==> config.mk <==
export PLATFORM = sky130hd
export DESIGN_NAME = lut_scan_rom
export DESIGN_NICKNAME = d
export VERILOG_FILES = /design/src/rtl/lut_scan_rom.sv
export SDC_FILE = /design/constraint.sdc
export NUM_CORES = 1
export LEC_CHECK = 0
export CORE_ASPECT_RATIO = 1.75
export CORE_MARGIN = 10
export CORE_UTILIZATION = 35
export DETAILED_ROUTE_END_ITERATION = 10
export GPL_ROUTABILITY_DRIVEN = 1
export PLACE_DENSITY = 0.47
export SLEW_MARGIN = 0
export SYNTH_ARGS = -nofsm -noshare
export SYNTH_HDL_FRONTEND = slang
export SYNTH_SLANG_ARGS = --single-unit
==> constraint.sdc <==
create_clock -name clk -period 2.7 [get_ports clk]
set_clock_uncertainty 0.1 [all_clocks]
set_input_delay 0.27 -clock clk [delete_from_list [all_inputs] [get_ports clk]]
set_output_delay 0.27 -clock clk [all_outputs]
set_load 0.03 [all_outputs]
==> src/rtl/lut_scan_rom.sv <==
// Registered, writable lookup table with a default constant pattern
// and a burst-scan mode that streams consecutive entries with wrap.
module lut_scan_rom #(
    parameter int AW = 4,
    parameter int DW = 4
) (
    input  logic          clk,
    input  logic          rst_n,
    input  logic          we,
    input  logic [AW-1:0] Address,
    input  logic [DW-1:0] Din,
    input  logic          rd_en,
    input  logic          scan_start,
    input  logic [AW:0]   scan_len,
    input  logic          hold,
    output logic [DW-1:0] Y,
    output logic          valid,
    output logic          done,
    output logic          busy
);

    localparam int DEPTH = 2 ** AW;

    localparam logic [3:0] PAT [16] = '{
        4'hC, 4'h2, 4'h9, 4'hA, 4'h7, 4'h1, 4'hC, 4'h0,
        4'hF, 4'h1, 4'h3, 4'hD, 4'h8, 4'hE, 4'hA, 4'h6
    };

    localparam logic [0:0] IDLE = 1'b0;
    localparam logic [0:0] SCAN = 1'b1;

    logic [0:0]    state;
    logic [DW-1:0] mem [DEPTH];
    logic [AW-1:0] ptr;
    logic [AW:0]   rem;
    logic [AW:0]   len;

    // A zero length requests the whole table.
    assign len  = (scan_len == '0) ? (AW+1)'(DEPTH) : scan_len;
    assign busy = (state == SCAN);

    always_ff @(posedge clk or negedge rst_n) begin
        if (!rst_n) begin
            state <= IDLE;
            ptr   <= '0;
            rem   <= '0;
            Y     <= '0;
            valid <= 1'b0;
            done  <= 1'b0;
            for (int i = 0; i < DEPTH; i++) begin
                mem[i] <= DW'(PAT[i[3:0]]);
            end
        end else begin
            valid <= 1'b0;
            done  <= 1'b0;
            unique case (state)
                IDLE: begin
                    if (scan_start) begin
                        Y     <= mem[Address];
                        valid <= 1'b1;
                        ptr   <= Address + AW'(1);
                        rem   <= len - (AW+1)'(1);
                        if (len == (AW+1)'(1)) begin
                            done <= 1'b1;
                        end else begin
                            state <= SCAN;
                        end
                    end else begin
                        if (we) begin
                            mem[Address] <= Din;
                        end
                        // Same-cycle write and read returns the new data.
                        if (rd_en) begin
                            Y     <= we ? Din : mem[Address];
                            valid <= 1'b1;
                        end
                    end
                end
                SCAN: begin
                    if (!hold) begin
                        Y     <= mem[ptr];
                        valid <= 1'b1;
                        ptr   <= ptr + AW'(1);
                        rem   <= rem - (AW+1)'(1);
                        if (rem == (AW+1)'(1)) begin
                            done  <= 1'b1;
                            state <= IDLE;
                        end
                    end
                end
                default: state <= IDLE;
            endcase
        end
    end

endmodule

**Word-level counts from Yosys, hierarchy flattened**

Index checks and enable logic that the tools add are counted.

- Memory bits (writable): 0
- Bits in latches: 0
- ROM bits: 0
- Flip-flop bits (word level): 80
- Bits of input ports: 19
- Memories: 0
- Word-level logic and storage cells: 78

- Divide/modulo/power cells: 0
- Add/subtract/negate cells: 4
- Reduce and logical (&&, ||, !) cells: 5
- Shifts and indexed selects: 0
- Multipliers: 0
- Mux-type cells: 35
- Bitwise operators: 4
- Eq/ne operators: 5
- Magnitude comparators: 3

Operators by type and width:

| kind | number |
|---|---|
| bitwise mux 64 bit | 1 |
| 2-to-1 mux 4 bit | 11 |
| binary-select mux 4 bit (select 4 bit) | 2 |
| demux 4 bit (select 4 bit) | 1 |
| case mux 4 bit (2 select lines) | 2 |
| 2-to-1 mux 5 bit | 3 |
| 2-to-1 mux 1 bit | 11 |
| equality test 5 x 1 -> 1 bit (second input constant) | 2 |
| greater-or-equal comparator 5 bit (second input constant) | 2 |
| NOT 4 -> 5 bit | 2 |
| case mux 5 bit (2 select lines) | 1 |
| subtractor 5 x 1 -> 5 bit (second input constant) | 2 |
| adder 4 x 1 -> 4 bit (second input constant) | 2 |
| case mux 1 bit (2 select lines) | 3 |
| logical NOT 5 bit | 1 |
| < comparator 5 x 1 -> 1 bit (second input constant) | 1 |
| inequality test 2 bit (second input constant) | 2 |
| AND reduction 2 bit | 2 |
| inequality test 3 bit (second input constant) | 1 |
| AND reduction 3 bit | 1 |
| NOT 1 bit | 2 |
| logical AND 1 bit | 1 |

**Longest topological paths before layout**

- Word-level depth: 8
- Gate-level depth with buffers: 9
- Gate-level depth less buffers: 7

**Worst setup path after synthesis**

Ideal clock, no wire load.

- Path type: reg-to-reg
- From: register state (netlist: busy)
- To: register Y[1]
- Setup time: 0.121 ns
- Arrival time: 1.690 ns
- Cell stages (with the launch flop): 7
- Path slack: 0.789 ns
- Path buffers: 2
- Period minus slack after synthesis: 1.911 ns
- Cells stage by stage: dfrtp_1 > buf_4 > buf_2 > nor3_1 > a21oi_1 > o221ai_1 > o22a_1

- Word-level cells in the longest chain between the ends: 3
- Elaborated cells between the ends (all ways): 5

Ends and longest elaborated chain:

| element | line | text |
|---|---|---|
| start: declaration | 32 | `logic [0:0] state;` |
| start signal: assignment | 44 | `state <= IDLE;` |
| start signal: assignment | 66 | `state <= SCAN;` |
| start signal: assignment | 87 | `state <= IDLE;` |
| NOT 1 bit (no line) | - |  |
| inequality test 3 bit (no line) | - |  |
| AND reduction 2 bit (no line) | - |  |
| end signal: assignment | 59 | `Y <= mem[Address];` |
| end signal: assignment | 74 | `Y <= we ? Din : mem[Address];` |
| end signal: assignment | 81 | `Y <= mem[ptr];` |
| end: declaration | 16 | `output logic [DW-1:0] Y,` |

Several ways; a longest one is shown, not always the timed one.
A chain may end at the register's enable or synchronous reset.

**Final worst setup path**

- From: input port Address[0]
- To: register Y[2]

- Word-level cells in the longest chain between the ends: 8

Ends and longest elaborated chain:

| element | line | text |
|---|---|---|
| start: declaration | 10 | `input logic [AW-1:0] Address,` |
| NOT 4 -> 5 bit (implied by the code) * | 59, 74 |  |
| binary-select mux 4 bit (select 4 bit) * | 59, 74 |  |
| 2-to-1 mux 4 bit (implied by the code) * (2 in a row) | 59, 74 |  |
| 2-to-1 mux 4 bit | 74 |  |
| 2-to-1 mux 4 bit | 73 | `if (rd_en) begin` |
| 2-to-1 mux 4 bit * | 58 | `if (scan_start) begin` |
| case mux 4 bit (2 select lines) * | 56 | `unique case (state)` |

Mark *: on every way between the ends. The rest lies on a longest branch, timed or not. The select of a mux whose other input is x is not followed.

==> out/summary.txt <==
P_sw -> 1.45 mW
CP Data Required Time -> 2.83 ns
Die Ht -> 174 um
Maximum clock frequency -> 418 MHz
Number of fill cells in the layout -> 1,282
Hold WS -> 0.370 ns
Setup CP Type -> in -> reg
GRT Overall Usage -> 0.153
Final hold vios -> 0
Final ANT Viol Nets -> 0
Int Pwr -> 2.97 mW
Clock tree buffer depth -> 2
Tmin final -> 2.39 ns
Fin area -> 5710 um2
H-tree depth -> 3
Fin crit share -> 0.885
Register share of total power -> 0.389
Power share of the combinational group -> 0.294
Initial core utilization -> 0.355
Iteration-0 DRC Markers -> 182
Worst hold path type -> in -> async
Crit-path max cell delay -> 0.69 ns
CTS tree -> done
Port Buffers -> 25
Via count -> 3,408
CTS sink count -> 80
Clk slew on worst S/H paths -> 0.06 ns
GPL Wtd Cong -> 0.825
Post-CTS Setup Bufs -> 0
PD cells -> 773 nW/um2
Die area -> 18,700 um2
I/O pin cnt -> 26
Share of cells above drive strength 1 -> 0.410
Core footprint -> 13,300 um2
RSZ-0062 raised after global routing -> false
Max-Cap Viols -> 0
Vias/cell -> 5.51
Synth Area per Inst -> 12.2 um2
Yosys warning count -> 0
# diodes -> 0
Clock root cell -> clkbuf_16
Critical Path AT -> 2.52 ns
First-pass GRT wire length -> 21,600 um
Setup-failing EPs final -> 0
Count of unique library cells instantiated by Yosys -> 50
Worst path cell trace -> clkdlybuf4s50_1, buf_12, mux4_2, a2111oi_0, a211oi_1, o22a_1
Top_reg_cell synth -> dfrtp_1
Rows -> 56
Drt drc -> 0
Max_slew headroom -> 0.363
Register area share after synthesis -> 0.432
Sw frac -> 0.327
Overflow after GRT -> 0
Seq cells post-synth -> 80
Reg area -> 2040 um2
Post-synth EDFFs -> 0
Area grow syn2layout -> 20.9%
Synthesized Nets -> 411
Slowest-stage cell, CP -> a2111oi_0
Post-synth ARST share -> 1.00
VDD IR max -> 0.000327 V
DRT Pass-1 Iters -> 4
Crit path buf inv count -> 2
Pin count of the biggest net entering global routing -> 81
Drt wl/cell -> 22.7 um
Cell Area, Synth -> 4720 um2
Clock latency at the later pin of the worst-skew pair -> 0.34 ns
Multi-input logic area -> 2510 um2
Vias in the first global route -> 3,604
Detailed Place HPWL -> 10,600 um
Final net count -> 463
Post-DP Area -> 5360 um2
Crit Path Max Fanout -> 19
Outcome -> completed
TritonCTS Buffers -> 9
Finished Core Util -> 0.429
Worst setup SP type -> input port
Die Span X -> 108 um
Drt total wl -> 14,000 um
CP Capture Type -> flop
Antenna violations before repair -> 0
Pins Over Slew Limit -> 0
Synth Instances -> 387
Slew @ Worst Pin -> 0.956 ns
Crit-path leading delay family -> compound AO/OA/AOI/OAI gates
Clock share of power -> 0.317
P_leak -> 2.49 nW
[path summary, 6_finish.rpt]
check	from	endpoint	slack [ns]	depth (start not counted)
hold / removal	rst_n	rem[3]	0.37	3
setup / recovery	Address[0]	Y[2]	0.31	6
hold reg to reg	mem[26]	mem[26]	0.43	1
max in group asynchronous	rst_n	mem[38]	1.71	3
min in group clk	mem[26]	mem[26]	0.43	1
setup reg to reg	ptr[0]	Y[0]	0.44	7
[metal layers]
| metal | wire length (um) | vias up | global-route usage |
|---|---|---|---|
| li1 | - | 1552 | - |
| met1 | 5080 | 1775 | 0.157 |
| met2 | 8220 | 66 | 0.297 |
| met3 | 452 | 15 | 0.0223 |
| met4 | 270 | 0 | 0.0531 |
| met5 | 0 | - | 0 |
[per-stage QoR]
| step | TNS, ns | cells | power [mW] | setup WS (ns) |
|---|---|---|---|---|
| floorplan | 0 | 387 | 2.55 | 0.789 |
| CTS | 0 | 618 | 4.47 | 0.375 |
| finish | 0 | 618 | 4.41 | 0.310 |
| global placement | -0.00951 | 601 | 3.03 | -0.00951 |
| global route | 0 | 618 | 4.66 | 0.250 |
| detailed placement | 0 | 601 | 3.05 | 0.0358 |
[layout make-up]
class | count | area share
clock buffer | 10 | 0.0401
sequential | 80 | 0.358
timing repair buffer | 65 | 0.101
tap | 174 | 0.0381
clock inverter | 6 | 0.0189
multi-input combinational | 275 | 0.439
inverter | 8 | 0.00526
[cells by family after synthesis]
kind of cell | share of synthesized area
AND/OR/NAND/NOR | 0.103
flip-flops | 0.432
adder cells (fa/ha/maj) | 0.0132
multiplexers | 0.320
AO/OA/AOI/OAI | 0.0769
buffers and inverters | 0.0371
XOR/XNOR | 0.0185
[worst register-to-register path, delay by kind of cell (launching register included)]
| family | cells | cell delay, ns |
|---|---|---|
| DFF | 1 | 0.78 |
| buffers and inverters | 2 | 0.50 |
| and+or+nand+nor | 2 | 0.49 |
| AOI/OAI and AO/OA | 2 | 0.25 |
| muxes | 1 | 0.07 |
[timing repair]
item	CTS	global route
hold endpoints to repair	49	0
hold buffers	1	0
gates resized for setup	0	0
[power by group through the flow]
stage          logic [mW]  clock network [mW]  registers [mW]
4_1_cts              1.31                1.43            1.72
3_3_place_gp         1.29                   0            1.74
3_5_place_dp         1.31                   0            1.74
2_1_floorplan       0.929                   0            1.62
5_1_grt              1.43                1.48            1.75
6_report             1.30                1.40            1.72
[cell usage in the layout (no fill, tap or decap), drive strengths merged, types with 4 or more instances in the layout]
cell	synthesis	layout
ha	5	5
mux2i	27	27
inv	7	7
mux4	18	18
clkdlybuf4s50	0	24
nor3	9	9
a211oi	5	5
xnor2	6	6
a21oi	9	9
nand2	20	20
mux2	73	73
dfrtp	49	49
a2111oi	4	4
nand3	6	6
nor2b	9	9
dfstp	31	31
nor2	29	29
nand2b	6	6
o21ai	8	8
clkbuf	9	10
xor2	4	4
buf	15	40
[flip-flops by register name, summed over array words and instances (netlist names)]
name,cells
valid,1
busy,1
done,1
Y,4
rem,5
ptr,4
mem,64
[cell usage after synthesis (3+ instances only)]
| cell type | count | area, um2 |
|---|---|---|
| and2b_1 | 3 | 22.5 |
| buf_2 | 5 | 25.0 |
| dfstp_2 | 31 | 815 |
| mux2_2 | 73 | 822 |
| a2111oi_0 | 3 | 26.3 |
| a21oi_1 | 9 | 45.0 |
| nand3_1 | 6 | 30.0 |
| nand2_1 | 20 | 75.1 |
| buf_6 | 3 | 33.8 |
| nor2_1 | 29 | 109 |
| mux2i_1 | 27 | 270 |
| ha_1 | 5 | 62.6 |
| xnor2_1 | 6 | 52.6 |
| mux4_1 | 3 | 78.8 |
| nor3_1 | 5 | 25.0 |
| buf_4 | 7 | 52.6 |
| dfrtp_1 | 49 | 1230 |
| nand2b_1 | 6 | 37.5 |
| clkbuf_1 | 9 | 33.8 |
| a211oi_1 | 5 | 37.5 |
| mux4_2 | 15 | 338 |
| o21ai_0 | 8 | 40.0 |
| nor2b_1 | 9 | 56.3 |
| a31oi_1 | 3 | 18.8 |
| nor4_1 | 3 | 18.8 |
| o22ai_1 | 3 | 18.8 |
| xor2_1 | 4 | 35.0 |
| inv_1 | 7 | 26.3 |
| nor3_2 | 3 | 30.0 |
Power figures use the tool's default switching activity.
